`config.mk`:
```
export PLATFORM = sky130hd
export DESIGN_NAME = sensor_packet_router
export DESIGN_NICKNAME = d
export VERILOG_FILES = /design/src/rtl/sensor_router_pkg.sv /design/src/rtl/sensor_rx_framer.sv /design/src/rtl/sensor_packet_router.sv
export SDC_FILE = /design/constraint.sdc
export NUM_CORES = 1
export LEC_CHECK = 0
export ABC_CLOCK_PERIOD_IN_PS = 8000
export CAP_MARGIN = 20
export CORE_ASPECT_RATIO = 0.6
export CORE_MARGIN = 4
export CORE_UTILIZATION = 40
export CTS_BUF_LIST = sky130_fd_sc_hd__clkbuf_8
export CTS_CLUSTER_DIAMETER = 80
export DETAILED_ROUTE_END_ITERATION = 10
export PLACE_DENSITY_LB_ADDON = 0.3
export SKIP_CTS_REPAIR_TIMING = 1
export SLEW_MARGIN = 20
export SYNTH_ARGS = -nofsm -noshare
export SYNTH_HDL_FRONTEND = slang
export SYNTH_HIERARCHICAL = 1
export SYNTH_SLANG_ARGS = --single-unit
```
`constraint.sdc`:
```
create_clock -name clk -period 8 [get_ports clk]
set_input_delay 1.6 -clock clk [delete_from_list [all_inputs] [get_ports clk]]
set_output_delay 1.6 -clock clk [all_outputs]
set_load 0.005 [all_outputs]
```
`src/rtl/sensor_router_pkg.sv`:
```
// Shared types and constants for the multi-channel sensor packet router.
// Framer and transmit FSM state encodings plus the header marker.
package sensor_router_pkg;

   localparam logic [7:0] HDR_MARK = 8'hA0;

   typedef enum logic [1:0] {
      F_IDLE,
      F_COLLECT,
      F_READY
   } framer_state_t;

   typedef enum logic [1:0] {
      T_IDLE,
      T_ARB,
      T_SEND,
      T_WAIT_DONE
   } tx_state_t;

   function automatic int idx_w(input int n);
      return (n > 2) ? $clog2(n) : 1;
   endfunction

endpackage

```
`src/rtl/sensor_rx_framer.sv`:
```
// Per-channel framer: gathers bytes until length or idle timeout,
// then holds the packet until the transmitter releases it.
module sensor_rx_framer
   import sensor_router_pkg::*;
#(
   parameter int MAX_PKT_LEN    = 8,
   parameter int TIMEOUT_CYCLES = 25000,
   parameter int IW             = idx_w(MAX_PKT_LEN)
) (
   input  logic          clk,
   input  logic          rst,
   input  logic          rx_dv,
   input  logic [7:0]    rx_byte,
   input  logic          rel,
   input  logic [IW-1:0] rd_idx,
   output logic [7:0]    rd_byte,
   output logic          ready,
   output logic [7:0]    len,
   output logic [7:0]    last_single,
   output logic          overflow
);
   localparam int CW = $clog2(TIMEOUT_CYCLES + 1);
   localparam logic [CW-1:0] CNT_END = CW'(TIMEOUT_CYCLES - 1);
   localparam logic [CW-1:0] CNT_MAX = '1;
   localparam logic [7:0] LEN_MAX = 8'(MAX_PKT_LEN);

   framer_state_t state, state_next;
   logic [CW-1:0] cnt;
   logic [7:0]    mem [2**IW];
   logic start, append, cnt_inc, drop, latch_single;

   always_comb begin
      state_next   = state;
      start        = 1'b0;
      append       = 1'b0;
      cnt_inc      = 1'b0;
      drop         = 1'b0;
      latch_single = 1'b0;
      unique case (state)
         F_IDLE: begin
            if (rx_dv) begin
               start      = 1'b1;
               state_next = F_COLLECT;
            end
         end
         F_COLLECT: begin
            if (rx_dv) begin
               append = 1'b1;
               if (len + 8'd1 == LEN_MAX) state_next = F_READY;
            end else begin
               cnt_inc = 1'b1;
               if (cnt == CNT_END) begin
                  state_next   = F_READY;
                  latch_single = (len == 8'd1);
               end
            end
         end
         F_READY: begin
            // a byte arriving on the release cycle opens the next packet
            if (rel) begin
               state_next = F_IDLE;
               if (rx_dv) begin
                  start      = 1'b1;
                  state_next = F_COLLECT;
               end
            end else if (rx_dv) begin
               drop = 1'b1;
            end
         end
         default: state_next = F_IDLE;
      endcase
   end

   always_ff @(posedge clk) begin
      if (rst) begin
         state       <= F_IDLE;
         len         <= '0;
         cnt         <= '0;
         last_single <= '0;
         overflow    <= 1'b0;
      end else begin
         state <= state_next;
         if (start) begin
            len <= 8'd1;
            cnt <= '0;
         end else if (append) begin
            len <= len + 8'd1;
            cnt <= '0;
         end else if (cnt_inc && cnt != CNT_MAX) begin
            cnt <= cnt + CW'(1);
         end
         if (latch_single) last_single <= mem[0];
         if (drop) overflow <= 1'b1;
      end
   end

   always_ff @(posedge clk) begin
      if (start) mem[0] <= rx_byte;
      else if (append) mem[len[IW-1:0]] <= rx_byte;
   end

   assign rd_byte = mem[rd_idx];
   assign ready   = (state == F_READY);

endmodule

```
`src/rtl/sensor_packet_router.sv`:
```
// Round-robin packet router: arbitrates ready framers onto one UART TX,
// optionally prefixing each packet with a channel header and length.
module sensor_packet_router
   import sensor_router_pkg::*;
#(
   parameter int NUM_CH         = 4,
   parameter int MAX_PKT_LEN    = 8,
   parameter int TIMEOUT_CYCLES = 25000,
   parameter bit ADD_HEADER     = 1'b1
) (
   input  logic                clk,
   input  logic                rst,
   input  logic [NUM_CH-1:0]   i_rx_dv,
   input  logic [NUM_CH*8-1:0] i_rx_byte,
   output logic                o_tx_dv,
   output logic [7:0]          o_tx_byte,
   input  logic                i_tx_active,
   input  logic                i_tx_done,
   output logic [NUM_CH*8-1:0] o_last_single,
   output logic [NUM_CH-1:0]   o_overflow,
   output logic                o_busy
);
   localparam int CHW = (NUM_CH > 1) ? $clog2(NUM_CH) : 1;
   localparam int IW  = idx_w(MAX_PKT_LEN);
   localparam logic [8:0] HDR_LEN = ADD_HEADER ? 9'd2 : 9'd0;

   tx_state_t state, state_next;
   logic [CHW-1:0] grant, ptr, pick, c;
   logic [7:0]  plen, cur;
   logic [8:0]  idx;
   logic [IW-1:0] rd_idx;
   logic [NUM_CH-1:0] ready, rel;
   logic [7:0] lens     [NUM_CH];
   logic [7:0] rd_bytes [NUM_CH];
   logic found, last, send, load, advance, done_last;

   for (genvar k = 0; k < NUM_CH; k++) begin : g_ch
      sensor_rx_framer #(
         .MAX_PKT_LEN   (MAX_PKT_LEN),
         .TIMEOUT_CYCLES(TIMEOUT_CYCLES),
         .IW            (IW)
      ) u_framer (
         .clk        (clk),
         .rst        (rst),
         .rx_dv      (i_rx_dv[k]),
         .rx_byte    (i_rx_byte[8*k +: 8]),
         .rel        (rel[k]),
         .rd_idx     (rd_idx),
         .rd_byte    (rd_bytes[k]),
         .ready      (ready[k]),
         .len        (lens[k]),
         .last_single(o_last_single[8*k +: 8]),
         .overflow   (o_overflow[k])
      );
      assign rel[k] = done_last && (grant == CHW'(k));
   end

   always_comb begin
      pick  = ptr;
      found = 1'b0;
      c     = '0;
      for (int i = 0; i < NUM_CH; i++) begin
         c = CHW'((int'(ptr) + i) % NUM_CH);
         if (!found && ready[c]) begin
            pick  = c;
            found = 1'b1;
         end
      end
   end

   assign rd_idx = IW'(idx - HDR_LEN);
   assign last   = (idx == ({1'b0, plen} + HDR_LEN - 9'd1));

   always_comb begin
      cur = rd_bytes[grant];
      if (ADD_HEADER && idx == 9'd0) cur = HDR_MARK | {4'h0, 4'(grant)};
      else if (ADD_HEADER && idx == 9'd1) cur = plen;
   end

   always_comb begin
      state_next = state;
      send       = 1'b0;
      load       = 1'b0;
      advance    = 1'b0;
      done_last  = 1'b0;
      unique case (state)
         T_IDLE: if (|ready) state_next = T_ARB;
         T_ARB: begin
            if (found) begin
               load       = 1'b1;
               state_next = T_SEND;
            end else begin
               state_next = T_IDLE;
            end
         end
         T_SEND: begin
            if (!i_tx_active) begin
               send       = 1'b1;
               state_next = T_WAIT_DONE;
            end
         end
         T_WAIT_DONE: begin
            if (i_tx_done) begin
               if (last) begin
                  done_last  = 1'b1;
                  state_next = T_IDLE;
               end else begin
                  advance    = 1'b1;
                  state_next = T_SEND;
               end
            end
         end
         default: state_next = T_IDLE;
      endcase
   end

   always_ff @(posedge clk) begin
      if (rst) begin
         state <= T_IDLE;
         grant <= '0;
         ptr   <= '0;
         plen  <= '0;
         idx   <= '0;
      end else begin
         state <= state_next;
         if (load) begin
            grant <= pick;
            plen  <= lens[pick];
            idx   <= '0;
         end
         if (advance) idx <= idx + 9'd1;
         if (done_last)
            ptr <= (grant == CHW'(NUM_CH - 1)) ? '0 : grant + CHW'(1);
      end
   end

   // reset kills a strobe in the same cycle so an aborted byte never leaks
   assign o_tx_dv   = send && !rst;
   assign o_tx_byte = o_tx_dv ? cur : 8'h00;
   assign o_busy    = (state != T_IDLE);

endmodule

```
Yosys cells after proc, flatten, opt, wreduce, memory -nomap -nowiden
Memory sizes are Yosys's and may differ from the RTL's. A register that Yosys moved wholly into a read port is not among the register bits.
Index checks and enable logic that the tools add are counted.
W data, S select, Z words.
Word-level totals
  register bits after elaboration: 127
  latch bits: 0
  bits in writable memories: 256
  memory bits (read-only): 0
  input port bits: 40
  output and inout bits: 46
  word-level logic and storage cells: 306
  memories kept: 4
Memory list
  g_ch[0].u_framer.mem: words 8, bits a word 8, read ports 2, clocked after Yosys merged registers in 1, write ports 1, RTL line sensor_rx_framer.sv:29  | logic [7:0] mem [2**IW];
  g_ch[1].u_framer.mem: words 8, bits a word 8, read ports 2, clocked after Yosys merged registers in 1, write ports 1, RTL line sensor_rx_framer.sv:29
  g_ch[2].u_framer.mem: words 8, bits a word 8, read ports 2, clocked after Yosys merged registers in 1, write ports 1, RTL line sensor_rx_framer.sv:29
  g_ch[3].u_framer.mem: words 8, bits a word 8, read ports 2, clocked after Yosys merged registers in 1, write ports 1, RTL line sensor_rx_framer.sv:29
Operators by class
  $add $sub $neg: 16
  multipliers: 0
  div/mod/pow operators: 0
  magnitude comparators: 6
  equality and inequality tests: 51
  shift-type cells: 0
  multiplexer cells: 155
  bitwise operators: 2
  reductions and logical operators: 47
Operators by type and width (count)
  $mux W1: 94
  $mux W8: 11
  $add A15 B1 Y15 const B: 4
  $eq A15 B15 Y1 const B: 4
  $ne A15 B15 Y1 const B: 4
  $mux W2: 29
  $add A8 B1 Y8 const B: 4
  $bmux W8 S2: 2
  $eq A8 B1 Y1 const B: 4
  $eq A8 B4 Y1 const B: 4
  $reduce_or A8 Y1: 4
  $ne A3 B2 Y1 const B: 8
  $pmux W2 S3: 4
  $mux W9: 2
  $eq A2 B2 Y1 const B: 8
  $reduce_and A4 Y1: 4
  $ne A2 B2 Y1 const B: 7
  $eq A2 B1 Y1 const B: 6
  $logic_and A1 B1 Y1: 12
  $logic_not A2 Y1: 6
  $lt A2 B3 Y1 const B: 4
  $mux W3: 4
  $reduce_bool A2 Y1: 6
  $reduce_or A3 Y1: 4
  other kinds (19): 38

Logic depth before layout (Yosys ltp)
Gate-level depths: netlist of run 1.
  word-level depth: 17
  mapped depth: 13
  gate-level depth less buffers: 11

Hierarchy
The synthesis of run 1 kept the hierarchy.
By module, submodules not included
  sensor_rx_framer at g_ch[1].u_framer ...: times used 2, cells an instance 297, area each 4136.5 µm², sequential area each 2602.5 µm²
  sensor_rx_framer at g_ch[3].u_framer: times used 1, cells an instance 309, area each 4162.7 µm², sequential area each 2602.5 µm²
  sensor_rx_framer at g_ch[0].u_framer: times used 1, cells an instance 297, area each 4139.0 µm², sequential area each 2602.5 µm²
  sensor_packet_router: times used 1, cells an instance 271, area each 2215.9 µm², sequential area each 460.4 µm²

Worst setup path after synthesis of run 1
No wires, ideal clock.
  kind: reg2out
  from: register idx[0]
  to: output o_tx_byte[0]
  data arrival time: 2.681 ns
  data required time: 6.400 ns
  slack: 3.719 ns
  stages on the path, launching flop included: 8
  buffers on the path: 2
  cells stage by stage: dfxtp_1 -> clkbuf_1 -> buf_2 -> mux4_2 -> mux2_2 -> mux4_2 -> mux2i_1 -> a211oi_1
RTL lines
  from (decl): RTL line sensor_packet_router.sv:30  | logic [8:0] idx;
  from (signal assigned): RTL line sensor_packet_router.sv:131  | if (advance) idx <= idx + 9'd1;
  to (decl): RTL line sensor_packet_router.sv:16  | output logic [7:0] o_tx_byte,

==> qor.csv, run 1 <==
stage,metric,value,unit
status,outcome,"complete, no violations",
route,routed_wl,46500,um
route,drtAntennaViolNets,0,
worst_setup_path,cp_cell_sequence,"inv_2, buf_4, mux4_2, mux2_2, mux4_2, mux2i_1, a21oi_1, clkdlybuf4s50_1",
pwr,p_int,3.39,mW
timing,hold_violations,0,
timing,max_freq,0.177,GHz
pwr,swShare,0.224,
clocking,cts.sinks,415,
worst_setup_path,worst_ep_arrival_time,4.06,ns
worst_setup_path,cp-end-kind,output port,
clocking,clk_latency,0.62,ns
timing,timing.final.crit_share,0.708,
clocking,clk_pin_slew,0.06,ns
pwr,vdd.ir_drop.worst,0.000156,V
die,core,46300,um^2
clocking,cts-buffers-inserted,59,
timing,grt_setup_unrepaired,false,
placement,dp_cells,2127,
timing,finalSetupTns,0,ns
timing,slew_violations,0,
synthesis,yosysUniqueCellTypes,72,
pwr,power_frac_comb,0.044,
synthesis,synthTopCellsByCount,"256 x edfxtp_1, 159 x dfxtp_1, 135 x nor2_1",
timing,finalCriticalPeriod,5.66,ns
grt,grt-ovfl-total,0,
synthesis,synth-seq-cells,415,
worst_setup_path,cp_data_required_time,6.40,ns
clocking,cts_max_level,2,
hold_path,hold_class,flop to flop,
pwr,power_leakage,7.10,nW
timing,setup_ws,2.34,ns
synthesis,synth_top_area_share,0.409,
worst_setup_path,cp_common_cell,mux4_2,
synthesis,syn-cell-area,18800,um^2
route,top_layer_used,met4,
worst_setup_path,slowest_stage,inv_2,
route,met2_length,19900,um
clocking,cts_tree,yes,
synthesis,ys_top_cells_by_area,"edfxtp_1 41%, dfxtp_1 17%, mux4_2 8.6%, nor2_1 2.7%, mux2i_1 2.4%",
worst_setup_path,crit_type,flop to output port,
layout,fin_cells,2239,
route,wl_met1,22400,um
worst_setup_path,crit_path_start_kind,flop,
timing,worst_pin_slew,1.06,ns
pwr,p_seq_frac,0.537,
grt,grt_max_degree,63,
synthesis,synth_most_common_cell,edfxtp_1,
route,wl_met3,3590,um
route,first_iter_violations,1030,
die,rows,61,
synthesis,yosysWarnings,6,
worst_setup_path,reg2reg_from,plen[3],
grt,first_global_vias,12100,
synthesis,yosysSeqAreaShare,0.579,
placement,place_congestion,0.845,
synthesis,netlist_instances,1471,
pwr,p_clk_frac,0.418,
die,start_util,0.406,
placement,hpwlAfterDp,32700,um
timing,skew,0.0268,ns
hold_path,min_from,g_ch[3].u_framer/last_single[5],
grt,antenna_found_initial,0,
clocking,cts-root-buf,clkbuf_8,
layout,nets,1623,
die,dieArea,50600,um^2
route,vias_per_cell,5.58,
layout,diodes,0,
placement,place_ws,2.72,ns
worst_setup_path,crit_path_max_incr_delay,0.60,ns
route,route.vias.total,12500,
grt,grt.total_usage,0.183,
flow_run,maxCapViolations,0,
synthesis,syn_avg_cell_area,12.8,um^2
worst_setup_path,cp-startpoint,idx[1],
route,drc,0,
synthesis,synth_largest_area_cell,edfxtp_1,
grt,grt_pass1_wl,72300,um
layout,syn_to_final_growth,15.2,%
route,dr.pass1.iters,5,
route,wl_per_cell,20.8,um
placement,port_buffers,85,
synthesis,ys.flop_type,edfxtp_1,
timing,slew_headroom,0.289,
synthesis,synth_nets,1535,
die,dieHeight,176,um
synthesis,synth_edf_count,256,
die,die_w,288,um
timing,setup_violations,0,
synthesis,async_flop_share,0,
die,io_pins,86,
worst_setup_path,critPathMaxFanout,34,
pwr,powerDensity,202,nW/um^2
layout,drive_gt1_frac,0.161,
clocking,clk_path_buf_depth,3,
pwr,p_switching,0.980,mW
==> kinds of logic (layout without fill, tap and decap cells) <==
family | after synthesis | after routing | share of synthesized area
simple gates | 489 | 489 | 0.143
xor+xnor | 74 | 74 | 0.0345
buf+inv | 108 | 246 | 0.0242
fa+ha+maj | 24 | 24 | 0.0160
mux | 149 | 149 | 0.129
flops | 415 | 415 | 0.579
compound gates | 212 | 212 | 0.0739
==> power by group through the flow <==
stage | clock, mW | combinational (mW) | sequential (mW)
after floorplan | 0 | 0.118 | 2.37
after global placement | 0 | 0.189 | 2.39
after detailed placement | 0 | 0.194 | 2.39
after CTS | 1.88 | 0.195 | 2.35
after global routing | 1.99 | 0.215 | 2.35
final | 1.83 | 0.194 | 2.35
==> layer usage <==
layer | vias up | GRT usage
met3 | 52 | 0.0406
met4 | 0 | 0.0325
met2 | 357 | 0.263
li1 | 5809 | -
met5 | - | 0
met1 | 6279 | 0.285
==> stage by stage <==
step / util / total power [mW] / hold WS (ns) / cell area [um^2]
2_1_floorplan: - / 2.49 / 0.460 / 18800
3_3_place_gp: 0.438 / 2.58 / 0.473 / 20300
3_5_place_dp: 0.438 / 2.59 / 0.478 / 20300
4_1_cts: 0.466 / 4.42 / 0.488 / 21600
5_1_grt: 0.467 / 4.56 / 0.507 / 21600
6_report: 0.467 / 4.37 / 0.480 / 21600
==> registers in the layout, indices dropped and copies added (netlist names) <==
signal,cells
ptr,2
g_ch.u_framer/mem,256
g_ch.u_framer/cnt,60
g_ch.u_framer/len,32
state,2
g_ch.u_framer/overflow,4
g_ch.u_framer/state,8
grant,2
g_ch.u_framer/last_single,32
idx,9
plen,8
==> worst max-delay path: cells and delay by family (launching register included) <==
family | cells | cell delay (ns)
DFF | 1 | 0.36
buffers and inverters | 3 | 1.61
muxes | 4 | 1.32
AOI/OAI and AO/OA | 1 | 0.11
==> cell type report <==
class / count / area (um^2)
fillers: 4116 / 24700
flip-flops and latches: 415 / 10900
multi-input cells: 948 / 7530
inverters: 30 / 113
clock inverters: 39 / 325
repair buffers: 105 / 1020
well taps: 630 / 788
clock buffers: 72 / 991
==> final timing paths <==
| path | end | slack (ns) | cells past startpoint |
|---|---|---|---|
| worst max-delay path | o_tx_byte[7] | 2.34 | 8 |
| worst min register to register | g_ch[3].u_framer/last_single[5] | 0.48 | 2 |
| worst max register to register | g_ch[1].u_framer/cnt[5] | 4.13 | 10 |
| worst min-delay path | g_ch[3].u_framer/last_single[5] | 0.48 | 2 |
==> cell usage in the layout (no fill, tap or decap), drive strengths merged, types with 13 or more instances in the layout <==
cell type and instances:
mux2 32, clkbuf 72, clkinv 15, clkdlybuf4s50 84, nor2 135, nand4 38, a31oi 16, o21ai 39
nor4 18, and2 13, a211oi 29, nand2 74, mux4 72, nand3 48, ha 24, and3 16
inv 48, xor2 27, dfxtp 159, a21oi 59, mux2i 45, buf 21, or3 17, nor3 37
or4 13, nor3b 14, xnor2 47, nand2b 19, edfxtp 256
(Power assumes the default switching activity.)
==> inputs of run 2 (changes only) <==
Settings changed: ABC_CLOCK_PERIOD_IN_PS 8000 to 4660.
Clock period 8 ns to 4.66 ns, I/O delays scaled along.
==> run 2 against run 1 <==
  * Non-clock buffer count up 10
  * Power up 65%
  * Routed wire length up 1.1%
  * Design area down 0.46%
  * Hold slack better by 0.0065 ns
  * Clock-buffer cell count down 10
  * Largest cell class unchanged
==> qor.csv, run 2 (synthesis gave the netlist of run 1 again) <==
stage,metric,value,unit,change
status,outcome,"complete, no violations",,unchanged
clocking,clk_path_buf_depth,3,,unchanged
grt,antenna_found_initial,0,,unchanged
timing,timing.final.crit_share,0.964,,
clocking,cts-buffers-inserted,58,,was 59
route,drc,0,,unchanged
worst_setup_path,critPathMaxFanout,27,,was 34
timing,max_freq,0.223,GHz,
placement,hpwlAfterDp,33000,um,was 32700 um
placement,port_buffers,85,,unchanged
grt,gr-usage-met2,0.257,,was 0.263
route,dr.pass1.iters,5,,unchanged
clocking,clk_pin_slew,0.07,ns,was 0.06 ns
die,start_util,0.406,,unchanged
layout,syn_to_final_growth,14.6,%,was 15.2%
timing,worst_pin_slew,1.09,ns,was 1.06 ns
pwr,power_leakage,7.06,nW,was 7.10 nW
timing,slew_violations,0,,unchanged
placement,dp_cells,2138,,was 2127
grt,grt_max_degree,53,,was 63
grt,gr-usage-met1,0.285,,about the same
timing,finalCriticalPeriod,4.49,ns,
die,dieHeight,176,um,unchanged
flow_run,maxCapViolations,0,,unchanged
layout,final_cell_mix,"256 x edfxtp_1, 158 x dfxtp_1, 134 x nor2_1",,"was 256 x edfxtp_1, 158 x dfxtp_1, 135 x nor2_1"
die,core,46300,um^2,unchanged
pwr,vdd.ir_drop.worst,0.000208,V,was 0.000156 V
die,io_pins,86,,unchanged
layout,final_cell_area,21500,um^2,was 21600 um^2
die,rows,61,,unchanged
pwr,powerDensity,334,nW/um^2,was 202 nW/um^2
worst_setup_path,cp_data_required_time,3.73,ns,was 6.40 ns
grt,grtUsageMet3,0.0476,,was 0.0406
die,die_w,288,um,unchanged
grt,grt-ovfl-total,0,,unchanged
worst_setup_path,crit_path_start_kind,flop,,unchanged
route,first_iter_violations,1090,,was 1030
grt,first_global_vias,12000,,was 12100
layout,largest_reg_flops,256,,unchanged
placement,place_ws,0.770,ns,was 2.72 ns
route,vias_per_cell,5.59,,was 5.58
clocking,cts_tree,yes,,unchanged
route,drtAntennaViolNets,0,,unchanged
layout,diodes,0,,unchanged
route,wl_per_cell,20.9,um,was 20.8 um
worst_setup_path,cp-end-kind,output port,,unchanged
layout,fin_cells,2247,,was 2239
layout,layout_commonest_cell,edfxtp_1,,unchanged
timing,setup_violations,0,,unchanged
timing,slew_headroom,0.268,,was 0.289
timing,skew,0.0575,ns,was 0.0268 ns
placement,place_congestion,0.828,,was 0.845
layout,nets,1632,,was 1623
worst_setup_path,worst_ep_arrival_time,3.56,ns,was 4.06 ns
timing,grt_setup_unrepaired,false,,unchanged
die,dieArea,50600,um^2,unchanged
grt,grt.total_usage,0.183,,about the same
route,routed_wl,47000,um,was 46500 um
timing,finalSetupTns,0,ns,unchanged
hold_path,hold_class,flop to flop,,unchanged
layout,drive_gt1_frac,0.155,,was 0.161
clocking,cts.sinks,415,,unchanged
placement,placed_cell_area,20400,um^2,was 20300 um^2
timing,hold_violations,0,,unchanged
grt,grt-busiest-layer,met1,,unchanged
clocking,cts-root-buf,clkbuf_8,,unchanged
clocking,clk_latency,0.67,ns,was 0.62 ns
clocking,cts_max_level,2,,unchanged
route,route.vias.total,12600,,was 12500
layout,reg_top3,"g_ch.u_framer/mem: 256 flops, g_ch.u_framer/cnt: 60 flops",,unchanged
grt,grt_pass1_wl,71900,um,was 72300 um
layout,regMostFlops,g_ch.u_framer/mem,,unchanged
timing,whs,0.486,ns,was 0.480 ns
worst_setup_path,crit_type,flop to output port,,unchanged
timing,setup_ws,0.169,ns,was 2.34 ns
-- run 2: cell type report --
cell class,count,area [um^2]
Fill cell,4158,24800
Clock buffer,62,853
Multi-Input combinational cell,948,7520
Tap cell,630,788
Clock inverter,47,287
Timing Repair Buffer,115,1110
Sequential cell,415,10900
Inverter,30,113
-- run 2: critical path: stages (launching register included) --
cell and delay [ns]:
dfxtp_4 0.50, buf_12 0.27, mux4_2 0.53, mux2_2 0.35, mux4_2 0.47, mux2i_1 0.22, nor2_1 0.09, clkdlybuf4s50_1 0.45
-- run 2: path summary, 6_finish.rpt --
check / start / to / slack [ns] / cells past startpoint
setup / recovery: idx[0] / o_tx_byte[2] / 0.17 / 7
hold reg to reg: g_ch[3].u_framer/last_single[3] / g_ch[3].u_framer/last_single[3] / 0.49 / 2
setup reg to reg: plen[0] / g_ch[1].u_framer/cnt[9] / 0.80 / 11
hold / removal: g_ch[3].u_framer/last_single[3] / g_ch[3].u_framer/last_single[3] / 0.49 / 2
-- run 2: power breakdown --
part	internal [mW]	switching, mW	total (mW)
Combinational	0.122	0.211	0.333
Clock	1.40	1.42	2.82
Sequential	3.96	0.0729	4.03
-- run 2: routing by layer --
| layer | vias to the layer above | share of wire |
|---|---|---|
| li1 | 5833 | - |
| met5 | - | 0 |
| met1 | 6234 | 0.48 |
| met2 | 434 | 0.41 |
| met4 | 0 | 0.015 |
| met3 | 54 | 0.089 |
-- run 2: metrics by stage --
stage / power [mW] / utilization
2_1_floorplan: 4.27 / -
3_3_place_gp: 4.43 / 0.440
3_5_place_dp: 4.44 / 0.440
4_1_cts: 7.27 / 0.465
5_1_grt: 7.49 / 0.465
6_report: 7.19 / 0.465
==> inputs of run 3 (changes only) <==
Settings changed: REMOVE_ABC_BUFFERS from default to 1, SLEW_MARGIN 20 to default.
==> run 3 against run 2 <==
  * Worst setup slack worse by 0.044 ns
  * Flip-flop and latch count unchanged
  * Combinational power about the same
  * Highest routed layer is now met5
  * Design area up 0.17%
  * Die area unchanged
  * First-iteration DRC count up 8.4%
  * Largest power group unchanged
==> qor.csv, run 3 (synthesis gave the netlist of run 1 again) <==
stage,metric,value,unit,change
timing,setup_violations,0,,unchanged
placement,port_buffers,85,,unchanged
timing,max_freq,0.221,GHz,was 0.223 GHz
layout,largest_reg_flops,256,,unchanged
clocking,cts.sinks,415,,unchanged
worst_setup_path,cp_data_required_time,3.73,ns,about the same
layout,layout_commonest_cell,edfxtp_1,,unchanged
route,dr.pass1.iters,7,,was 5
grt,first_global_vias,11700,,was 12000
clocking,cts-root-buf,clkbuf_8,,unchanged
route,wl_per_cell,20.3,um,was 20.9 um
clocking,clk_latency,0.64,ns,was 0.67 ns
clocking,cts_max_level,2,,unchanged
timing,hold_violations,0,,unchanged
worst_setup_path,worst_ep_arrival_time,3.60,ns,was 3.56 ns
pwr,power_leakage,7.11,nW,was 7.06 nW
die,io_pins,86,,unchanged
layout,seqCellArea,10900,um^2,unchanged
placement,place_congestion,0.856,,was 0.828
route,first_iter_violations,1182,,was 1090
worst_setup_path,crit_path_start_kind,flop,,unchanged
timing,slew_violations,0,,unchanged
die,dieArea,50600,um^2,unchanged
timing,grt_setup_unrepaired,true,,was false
layout,multiInputGateArea,7520,um^2,unchanged
route,drtAntennaViolNets,0,,unchanged
worst_setup_path,critPathMaxFanout,24,,was 27
grt,grt-ovfl-total,0,,unchanged
grt,grt_pass1_wl,70200,um,was 71900 um
layout,nets,1633,,was 1632
layout,drive_gt1_frac,0.157,,was 0.155
layout,regMostFlops,g_ch.u_framer/mem,,unchanged
flow_run,maxCapViolations,0,,unchanged
layout,final_cell_mix,"256 x edfxtp_1, 158 x dfxtp_1, 135 x nor2_1",,"was 256 x edfxtp_1, 158 x dfxtp_1, 134 x nor2_1"
route,vias_per_cell,5.56,,was 5.59
hold_path,hold_class,flop to flop,,unchanged
clocking,cts_tree,yes,,unchanged
timing,finalSetupTns,0,ns,unchanged
grt,antenna_found_initial,3,,was 0
timing,whs,0.470,ns,was 0.486 ns
worst_setup_path,cp-end-kind,output port,,unchanged
die,core,46300,um^2,unchanged
pwr,vdd.ir_drop.worst,0.000202,V,was 0.000208 V
layout,fill_cells,4130,,was 4158
grt,grt_max_degree,50,,was 53
timing,finalCriticalPeriod,4.54,ns,was 4.49 ns
die,dieHeight,176,um,unchanged
timing,skew,0.0229,ns,was 0.0575 ns
timing,timing.final.crit_share,0.973,,was 0.964
placement,hpwlAfterDp,31400,um,was 33000 um
timing,worst_pin_slew,1.03,ns,was 1.09 ns
route,drc,0,,unchanged
layout,syn_to_final_growth,14.8,%,was 14.6%
die,rows,61,,unchanged
route,routed_wl,45800,um,was 47000 um
timing,slew_headroom,0.303,,was 0.268
pwr,fin_total_pwr,7.12,mW,was 7.19 mW
clocking,cts-buffers-inserted,59,,was 58
clocking,clk_path_buf_depth,3,,unchanged
die,die_w,288,um,unchanged
layout,reg_top3,"g_ch.u_framer/mem: 256 flops, g_ch.u_framer/cnt: 60 flops",,unchanged
pwr,powerDensity,330,nW/um^2,was 334 nW/um^2
clocking,clk_pin_slew,0.07,ns,about the same
worst_setup_path,crit_type,flop to output port,,unchanged
route,route.vias.total,12500,,was 12600
die,start_util,0.406,,unchanged
grt,grt.total_usage,0.178,,was 0.183
status,outcome,"complete, no violations",,unchanged
==> run 3: final timing paths <==
check / start / endpoint / slack, ns / cells past startpoint
hold reg to reg: g_ch[3].u_framer/overflow / g_ch[3].u_framer/overflow / 0.47 / 2
setup / recovery: idx[1] / o_tx_byte[1] / 0.12 / 8
setup reg to reg: plen[4] / g_ch[1].u_framer/cnt[13] / 0.98 / 10
hold / removal: g_ch[3].u_framer/overflow / g_ch[3].u_framer/overflow / 0.47 / 2
==> run 3: metal layers <==
layer  global-route usage  wire, um  vias to the layer above
met3               0.0422      3590                       68
met5                    0         8                        -
li1                     -         -                     5834
met4               0.0430       900                        2
met2                0.251     19200                      414
met1                0.276     22100                     6207
==> run 3: worst max-delay path: stages, from the launching register on <==
cell             delay, ns
dfxtp_1               0.38
ha_1                  0.36
clkinvlp_4            0.27
buf_12                0.27
mux2_2                0.28
mux4_2                0.24
mux2i_1               0.07
a211oi_1              0.47
clkdlybuf4s50_1       0.60
==> run 3: area by class of cell <==
class	count	area share
clock inverter	42	0.00847
antenna	1	0.000116
timing repair buffer	115	0.0524
inverter	30	0.00551
multi-input combinational	948	0.348
clock buffer	70	0.0447
tap	630	0.0365
sequential	415	0.504
==> run 3: power by group <==
group | switching (mW) | internal, mW | leakage (nW)
Sequential | 0.0643 | 3.96 | 3.61
Combinational | 0.211 | 0.124 | 2.82
Clock | 1.39 | 1.37 | 0.685
==> run 3: through the flow <==
| stage | area, um^2 | cells | util | worst slack, ns |
|---|---|---|---|---|
| after floorplan | 18400 | 1393 | - | -0.724 |
| after global placement | 20400 | 2136 | 0.440 | 0.550 |
| after detailed placement | 20400 | 2136 | 0.440 | 0.550 |
| after CTS | 21500 | 2248 | 0.464 | -0.0864 |
| after global routing | 21600 | 2250 | 0.466 | -0.0153 |
| final | 21600 | 2251 | 0.466 | 0.125 |
